[src/rtl/mips_bus_pkg.sv]
`default_nettype none
// ============================================================================
// Module      : mips_bus_pkg
// Description : Shared types and constants for the MIPS memory-bus arbiter.
// Revision    : 1.0 - initial release
// ============================================================================
package mips_bus_pkg;

    typedef enum logic [1:0] {
        IDLE = 2'd0,
        BUS  = 2'd1,
        RESP = 2'd2
    } state_e;

    typedef enum logic {
        GNT_I = 1'b0,
        GNT_D = 1'b1
    } grant_e;

    localparam logic [3:0]  BE_WORD         = 4'b1111;
    localparam logic [31:0] ADDR_ALIGN_MASK = 32'hFFFF_FFFC;

endpackage
`default_nettype wire

[src/rtl/mips_bus_arbiter.sv]
`default_nettype none
// ============================================================================
// Module      : mips_bus_arbiter
// Description : Round-robin arbiter sharing one memory bus between the
//               instruction-fetch port and the load/store port, with watchdog.
// Revision    : 1.0 - initial release
// ============================================================================
module mips_bus_arbiter
    import mips_bus_pkg::*;
#(
    parameter int MAX_WAIT = 255
) (
    input  logic        clk,
    input  logic        reset,
    input  logic        i_req,
    input  logic [31:0] i_address,
    output logic        i_ack,
    output logic [31:0] i_readdata,
    input  logic        d_req,
    input  logic        d_write,
    input  logic [31:0] d_address,
    input  logic [3:0]  d_byteenable,
    input  logic [31:0] d_writedata,
    output logic        d_ack,
    output logic [31:0] d_readdata,
    output logic [31:0] address,
    output logic        read,
    output logic        write,
    output logic [3:0]  byteenable,
    output logic [31:0] writedata,
    input  logic        waitrequest,
    input  logic [31:0] readdata,
    output logic        timeout,
    output logic        busy
);

    localparam int              CW      = (MAX_WAIT < 1) ? 1 : $clog2(MAX_WAIT + 1);
    localparam logic [CW-1:0]   CNT_MAX = CW'(MAX_WAIT);

    state_e        state_q, state_d;
    grant_e        last_q, last_d;
    logic [31:0]   address_q, address_d;
    logic          read_q, read_d;
    logic          write_q, write_d;
    logic [3:0]    be_q, be_d;
    logic [31:0]   wdata_q, wdata_d;
    logic [31:0]   i_rdata_q, i_rdata_d;
    logic [31:0]   d_rdata_q, d_rdata_d;
    logic          i_ack_q, i_ack_d;
    logic          d_ack_q, d_ack_d;
    logic          timeout_q, timeout_d;
    logic [CW-1:0] cnt_q, cnt_d;
    logic [CW-1:0] cnt_inc;
    grant_e        gnt_sel;

    assign cnt_inc = cnt_q + 1'b1;

    // Contention goes to whichever port did not win last time.
    always_comb begin
        gnt_sel = GNT_D;
        if (i_req && d_req) begin
            gnt_sel = (last_q == GNT_D) ? GNT_I : GNT_D;
        end else if (i_req) begin
            gnt_sel = GNT_I;
        end
    end

    always_comb begin
        state_d   = state_q;
        last_d    = last_q;
        address_d = address_q;
        read_d    = read_q;
        write_d   = write_q;
        be_d      = be_q;
        wdata_d   = wdata_q;
        i_rdata_d = i_rdata_q;
        d_rdata_d = d_rdata_q;
        i_ack_d   = 1'b0;
        d_ack_d   = 1'b0;
        timeout_d = timeout_q;
        cnt_d     = cnt_q;

        case (state_q)
            IDLE: begin
                if (i_req || d_req) begin
                    state_d = BUS;
                    last_d  = gnt_sel;
                    cnt_d   = '0;
                    if (gnt_sel == GNT_I) begin
                        address_d = i_address & ADDR_ALIGN_MASK;
                        read_d    = 1'b1;
                        write_d   = 1'b0;
                        be_d      = BE_WORD;
                    end else begin
                        address_d = d_address & ADDR_ALIGN_MASK;
                        read_d    = ~d_write;
                        write_d   = d_write;
                        be_d      = d_byteenable;
                        wdata_d   = d_writedata;
                    end
                end
            end
            BUS: begin
                if (!waitrequest) begin
                    read_d  = 1'b0;
                    write_d = 1'b0;
                    state_d = RESP;
                    if (last_q == GNT_I) begin
                        i_ack_d   = 1'b1;
                        i_rdata_d = readdata;
                    end else begin
                        d_ack_d = 1'b1;
                        if (read_q) d_rdata_d = readdata;
                    end
                end else if ((MAX_WAIT != 0) && (cnt_inc == CNT_MAX)) begin
                    // Abort: complete the transfer with zero data and flag it.
                    read_d    = 1'b0;
                    write_d   = 1'b0;
                    timeout_d = 1'b1;
                    state_d   = RESP;
                    if (last_q == GNT_I) begin
                        i_ack_d   = 1'b1;
                        i_rdata_d = 32'h0;
                    end else begin
                        d_ack_d = 1'b1;
                        if (read_q) d_rdata_d = 32'h0;
                    end
                end else begin
                    cnt_d = cnt_inc;
                end
            end
            RESP: begin
                state_d = IDLE;
            end
            default: begin
                state_d = IDLE;
            end
        endcase
    end

    always_ff @(posedge clk) begin
        if (reset) begin
            state_q   <= IDLE;
            last_q    <= GNT_D;
            address_q <= 32'h0;
            read_q    <= 1'b0;
            write_q   <= 1'b0;
            be_q      <= 4'h0;
            wdata_q   <= 32'h0;
            i_rdata_q <= 32'h0;
            d_rdata_q <= 32'h0;
            i_ack_q   <= 1'b0;
            d_ack_q   <= 1'b0;
            timeout_q <= 1'b0;
            cnt_q     <= '0;
        end else begin
            state_q   <= state_d;
            last_q    <= last_d;
            address_q <= address_d;
            read_q    <= read_d;
            write_q   <= write_d;
            be_q      <= be_d;
            wdata_q   <= wdata_d;
            i_rdata_q <= i_rdata_d;
            d_rdata_q <= d_rdata_d;
            i_ack_q   <= i_ack_d;
            d_ack_q   <= d_ack_d;
            timeout_q <= timeout_d;
            cnt_q     <= cnt_d;
        end
    end

    assign address    = address_q;
    assign read       = read_q;
    assign write      = write_q;
    assign byteenable = be_q;
    assign writedata  = wdata_q;
    assign i_readdata = i_rdata_q;
    assign d_readdata = d_rdata_q;
    assign i_ack      = i_ack_q;
    assign d_ack      = d_ack_q;
    assign timeout    = timeout_q;
    assign busy       = (state_q != IDLE);

endmodule
`default_nettype wire

[config.mk]
export PLATFORM = sky130hd
export DESIGN_NAME = mips_bus_arbiter
export DESIGN_NICKNAME = d
export VERILOG_FILES = /design/src/rtl/mips_bus_pkg.sv /design/src/rtl/mips_bus_arbiter.sv
export SDC_FILE = /design/constraint.sdc
export NUM_CORES = 1
export LEC_CHECK = 0
export ABC_AREA = 1
export BUFFER_PORTS_ARGS = -buffer_cell sky130_fd_sc_hd__buf_2
export CAP_MARGIN = 20
export CELL_PAD_IN_SITES_DETAIL_PLACEMENT = 1
export CELL_PAD_IN_SITES_GLOBAL_PLACEMENT = 1
export CORE_MARGIN = 5
export CORE_UTILIZATION = 32
export CTS_CLUSTER_SIZE = 28
export DETAILED_ROUTE_END_ITERATION = 8
export GPL_ROUTABILITY_DRIVEN = 1
export PLACE_DENSITY_LB_ADDON = 0.08
export SYNTH_ARGS = -nofsm -noshare
export SYNTH_HDL_FRONTEND = slang
export SYNTH_SLANG_ARGS = --single-unit
export TNS_END_PERCENT = 10
[constraint.sdc]
create_clock -name clk -period 2.2 [get_ports clk]
set_input_delay 0 -clock clk [delete_from_list [all_inputs] [get_ports clk]]
set_output_delay 0 -clock clk [all_outputs]
set_load 0.03 [all_outputs]
==> results.cfg <==
[drt]
drtIter0Drc = 260
wl_um = 23500
viasPerCell = 4.59
first_pass_iters = 4
wl_per_cell_um = 15.1
drcViolationCount = 0
vias = 7162
postRouteAntennaNets = 0

[clock_tree]
cts.sinks = 146
cts_buffers = 17
path_clk_slew_ns = 0.07
insertion_delay_ns = 0.42
clockRootBuffer = clkbuf_16
clock_path_buffers = 2
cts_tree = yes
htreeDepth = 4

[critical_path]
rrSetupSlack_ns = 0.14
crit_required_ns = 2.52
cp_max_fo = 42
cp.arrival_ns = 2.38
cp-end-kind = flip-flop
start_kind = flip-flop
worstSetupPathType = flip-flop to flip-flop

[placement]
finalWeightedCongestion = 0.758
dpl.hpwl_um = 15500
io_buffers = 269
pre_cts_slack_ns = 0.154

[synthesis]
ys_seq_area_frac = 0.461
synth_top_area_cell = dfxtp_1
yosysWarningCount = 0
syn_area_mm2 = 0.00634
yosys-top-cells-area = dfxtp_1 46%, nand2_1 12%, nor2_1 9.9%
synth.distinct_cells = 31
syn-instance-count = 905
yosys_most_used_dff = dfxtp_1
async_flop_share = 0
synth_top_area_frac = 0.461
synth_edf_count = 0
synth_seq_cells = 146
synth.avg_cell_area_um2 = 7.01

[sta]
fmax_mhz = 486
finClkSkew_ns = 0.0136
final.setup.tns_ns = 0
drv_slew = 0
fin_crit_ns = 2.06
setup-violations-final = 0
layout_setup_ws_ns = 0.143
period_share = 0.935
hold_ws_ns = 0.213
hold_viol = 0
rsz0062_at_grt = false

[global_routing]
antenna_found_initial = 3
grt_max_degree = 66
grt_pass1_vias = 7432
grt_pass1_wl_um = 37300
grt-ovfl-total = 0
grt_use_total = 0.205

[layout]
final_nets = 1423
syn2layout_area_growth_pct = 56.5
drive_above_1_share = 0.274

[power_and_ir_drop]
p_seq_frac = 0.378
p_int_uw = 5320
p_per_area_mw_per_mm2 = 782
clkPwrFrac = 0.404
max-vdd-ir-drop_mv = 0.460
comb_power_share = 0.218
swShare = 0.315
power_leakage_uw = 0.00514
switchingPower_uw = 2440

[die]
core_area_mm2 = 0.0195
start_util = 0.326
die_y_um = 151
row_count = 51
die-area_mm2 = 0.0227
die_width_um = 151
ios = 276

[worst_hold_path]
hp-class = primary input to flip-flop

[outcome]
outcome = completed

[job]
max_cap_violations = 0
cell usage in the layout, fill, tap and decap left out, types with 2 or more instances in the layout:
master	count
nor2_4	3
buf_2	269
o21ai_0	33
nor2_2	13
o221a_2	4
nand2_2	4
inv_1	88
inv_2	2
bufinv_16	3
inv_8	3
dlygate4sd3_1	131
buf_12	8
dfxtp_1	145
clkbuf_16	17
inv_6	6
nand2_1	207
o21ai_1	2
nand2_4	3
clkinv_4	2
a21oi_1	49
o211ai_1	31
buf_4	9
conb_1	2
nand3_2	2
nand3_1	81
nor2_1	165
timing repair:
action / in CTS / in global routing
hold buffers: 131 / 0
buffers inserted: 0 / 2
endpoints found under the setup margin: 0 / 12
hold endpoints to repair: 140 / 0
resized for setup: 0 / 3
flip-flops by register name, indices dropped and copies added, names as in the netlist, 2 cells and up:
register / count
address: 30
i_readdata: 32
cnt_q: 8
writedata: 32
d_readdata: 32
state_q: 2
byteenable: 4
power groups by stage:
stage	sequential, uW	combinational, uW	clock [uW]
final	2930	1690	3140
after global routing	2960	1840	3330
after CTS	2930	1690	3230
after detailed placement	2990	1460	0
after global placement	2990	1450	0
after floorplan	3330	585	0
cells in the mapped netlist, types with 4 or more instances:
cell	count
nor2_1	167
inv_1	89
nand2_2	4
o221a_2	4
clkbuf_1	34
nor2_2	12
a21oi_1	49
o211ai_1	31
buf_6	7
buf_2	4
nand3_1	81
buf_4	5
o21ai_0	33
dfxtp_1	146
nand2_1	207
buf_1	9
final cells by class:
type | instances | area, um2
fill | 2486 | 9540
multi-input combinational | 609 | 2790
antenna | 1 | 2.50
timing repair buffer | 417 | 2890
sequential | 146 | 2920
tap | 265 | 332
inverter | 92 | 352
clock buffer | 17 | 425
clock inverter | 15 | 210
path summary, 6_finish.rpt:
kind / end / start / cells after the start
hold / removal: last_q / i_req / 7
hold reg to reg: timeout / timeout / 1
setup reg to reg: i_readdata[10] / cnt_q[1] / 11
setup / recovery: i_readdata[10] / cnt_q[1] / 11
per-layer routing:
layer | GRT usage | wire length, um | vias up
li1 | - | - | 3593
met4 | 0.0585 | 367 | 4
met3 | 0.0724 | 1790 | 35
met1 | 0.239 | 9910 | 3345
met5 | 0 | 21 | -
met2 | 0.356 | 11400 | 185
worst max-delay path: stages, from the launching register on:
cell	delay (ns)
dfxtp_1	0.39
ha_2	0.22
nand3_1	0.15
o21bai_2	0.18
nand2_1	0.12
nor2_4	0.16
nand3_1	0.13
nand2_4	0.11
buf_12	0.20
nand3_1	0.13
nand2_1	0.10
nor2_1	0.04
metrics by stage:
step | cells | utilization | area (um2) | total power (uW)
final | 1562 | 0.510 | 9920 | 7760
after global routing | 1562 | 0.510 | 9920 | 8130
after CTS | 1559 | 0.509 | 9900 | 7850
after detailed placement | 1396 | 0.408 | 7950 | 4440
after global placement | 1396 | 0.408 | 7950 | 4430
after floorplan | 906 | - | 6340 | 3910
cell families (layout without fill, tap and decap cells):
kind of cell / count (synthesis) / after routing / share of synthesized area
and+or+nand+nor: 482 / 482 / 0.317
buffers and inverters: 151 / 541 / 0.101
DFF: 146 / 146 / 0.461
AOI/OAI and AO/OA: 122 / 122 / 0.114
adders and majority gates: 2 / 2 / 0.00395
other: 1 / 3 / 0.000591
xor gates and xnor gates: 1 / 1 / 0.00138
Power figures use the tool's default switching activity.
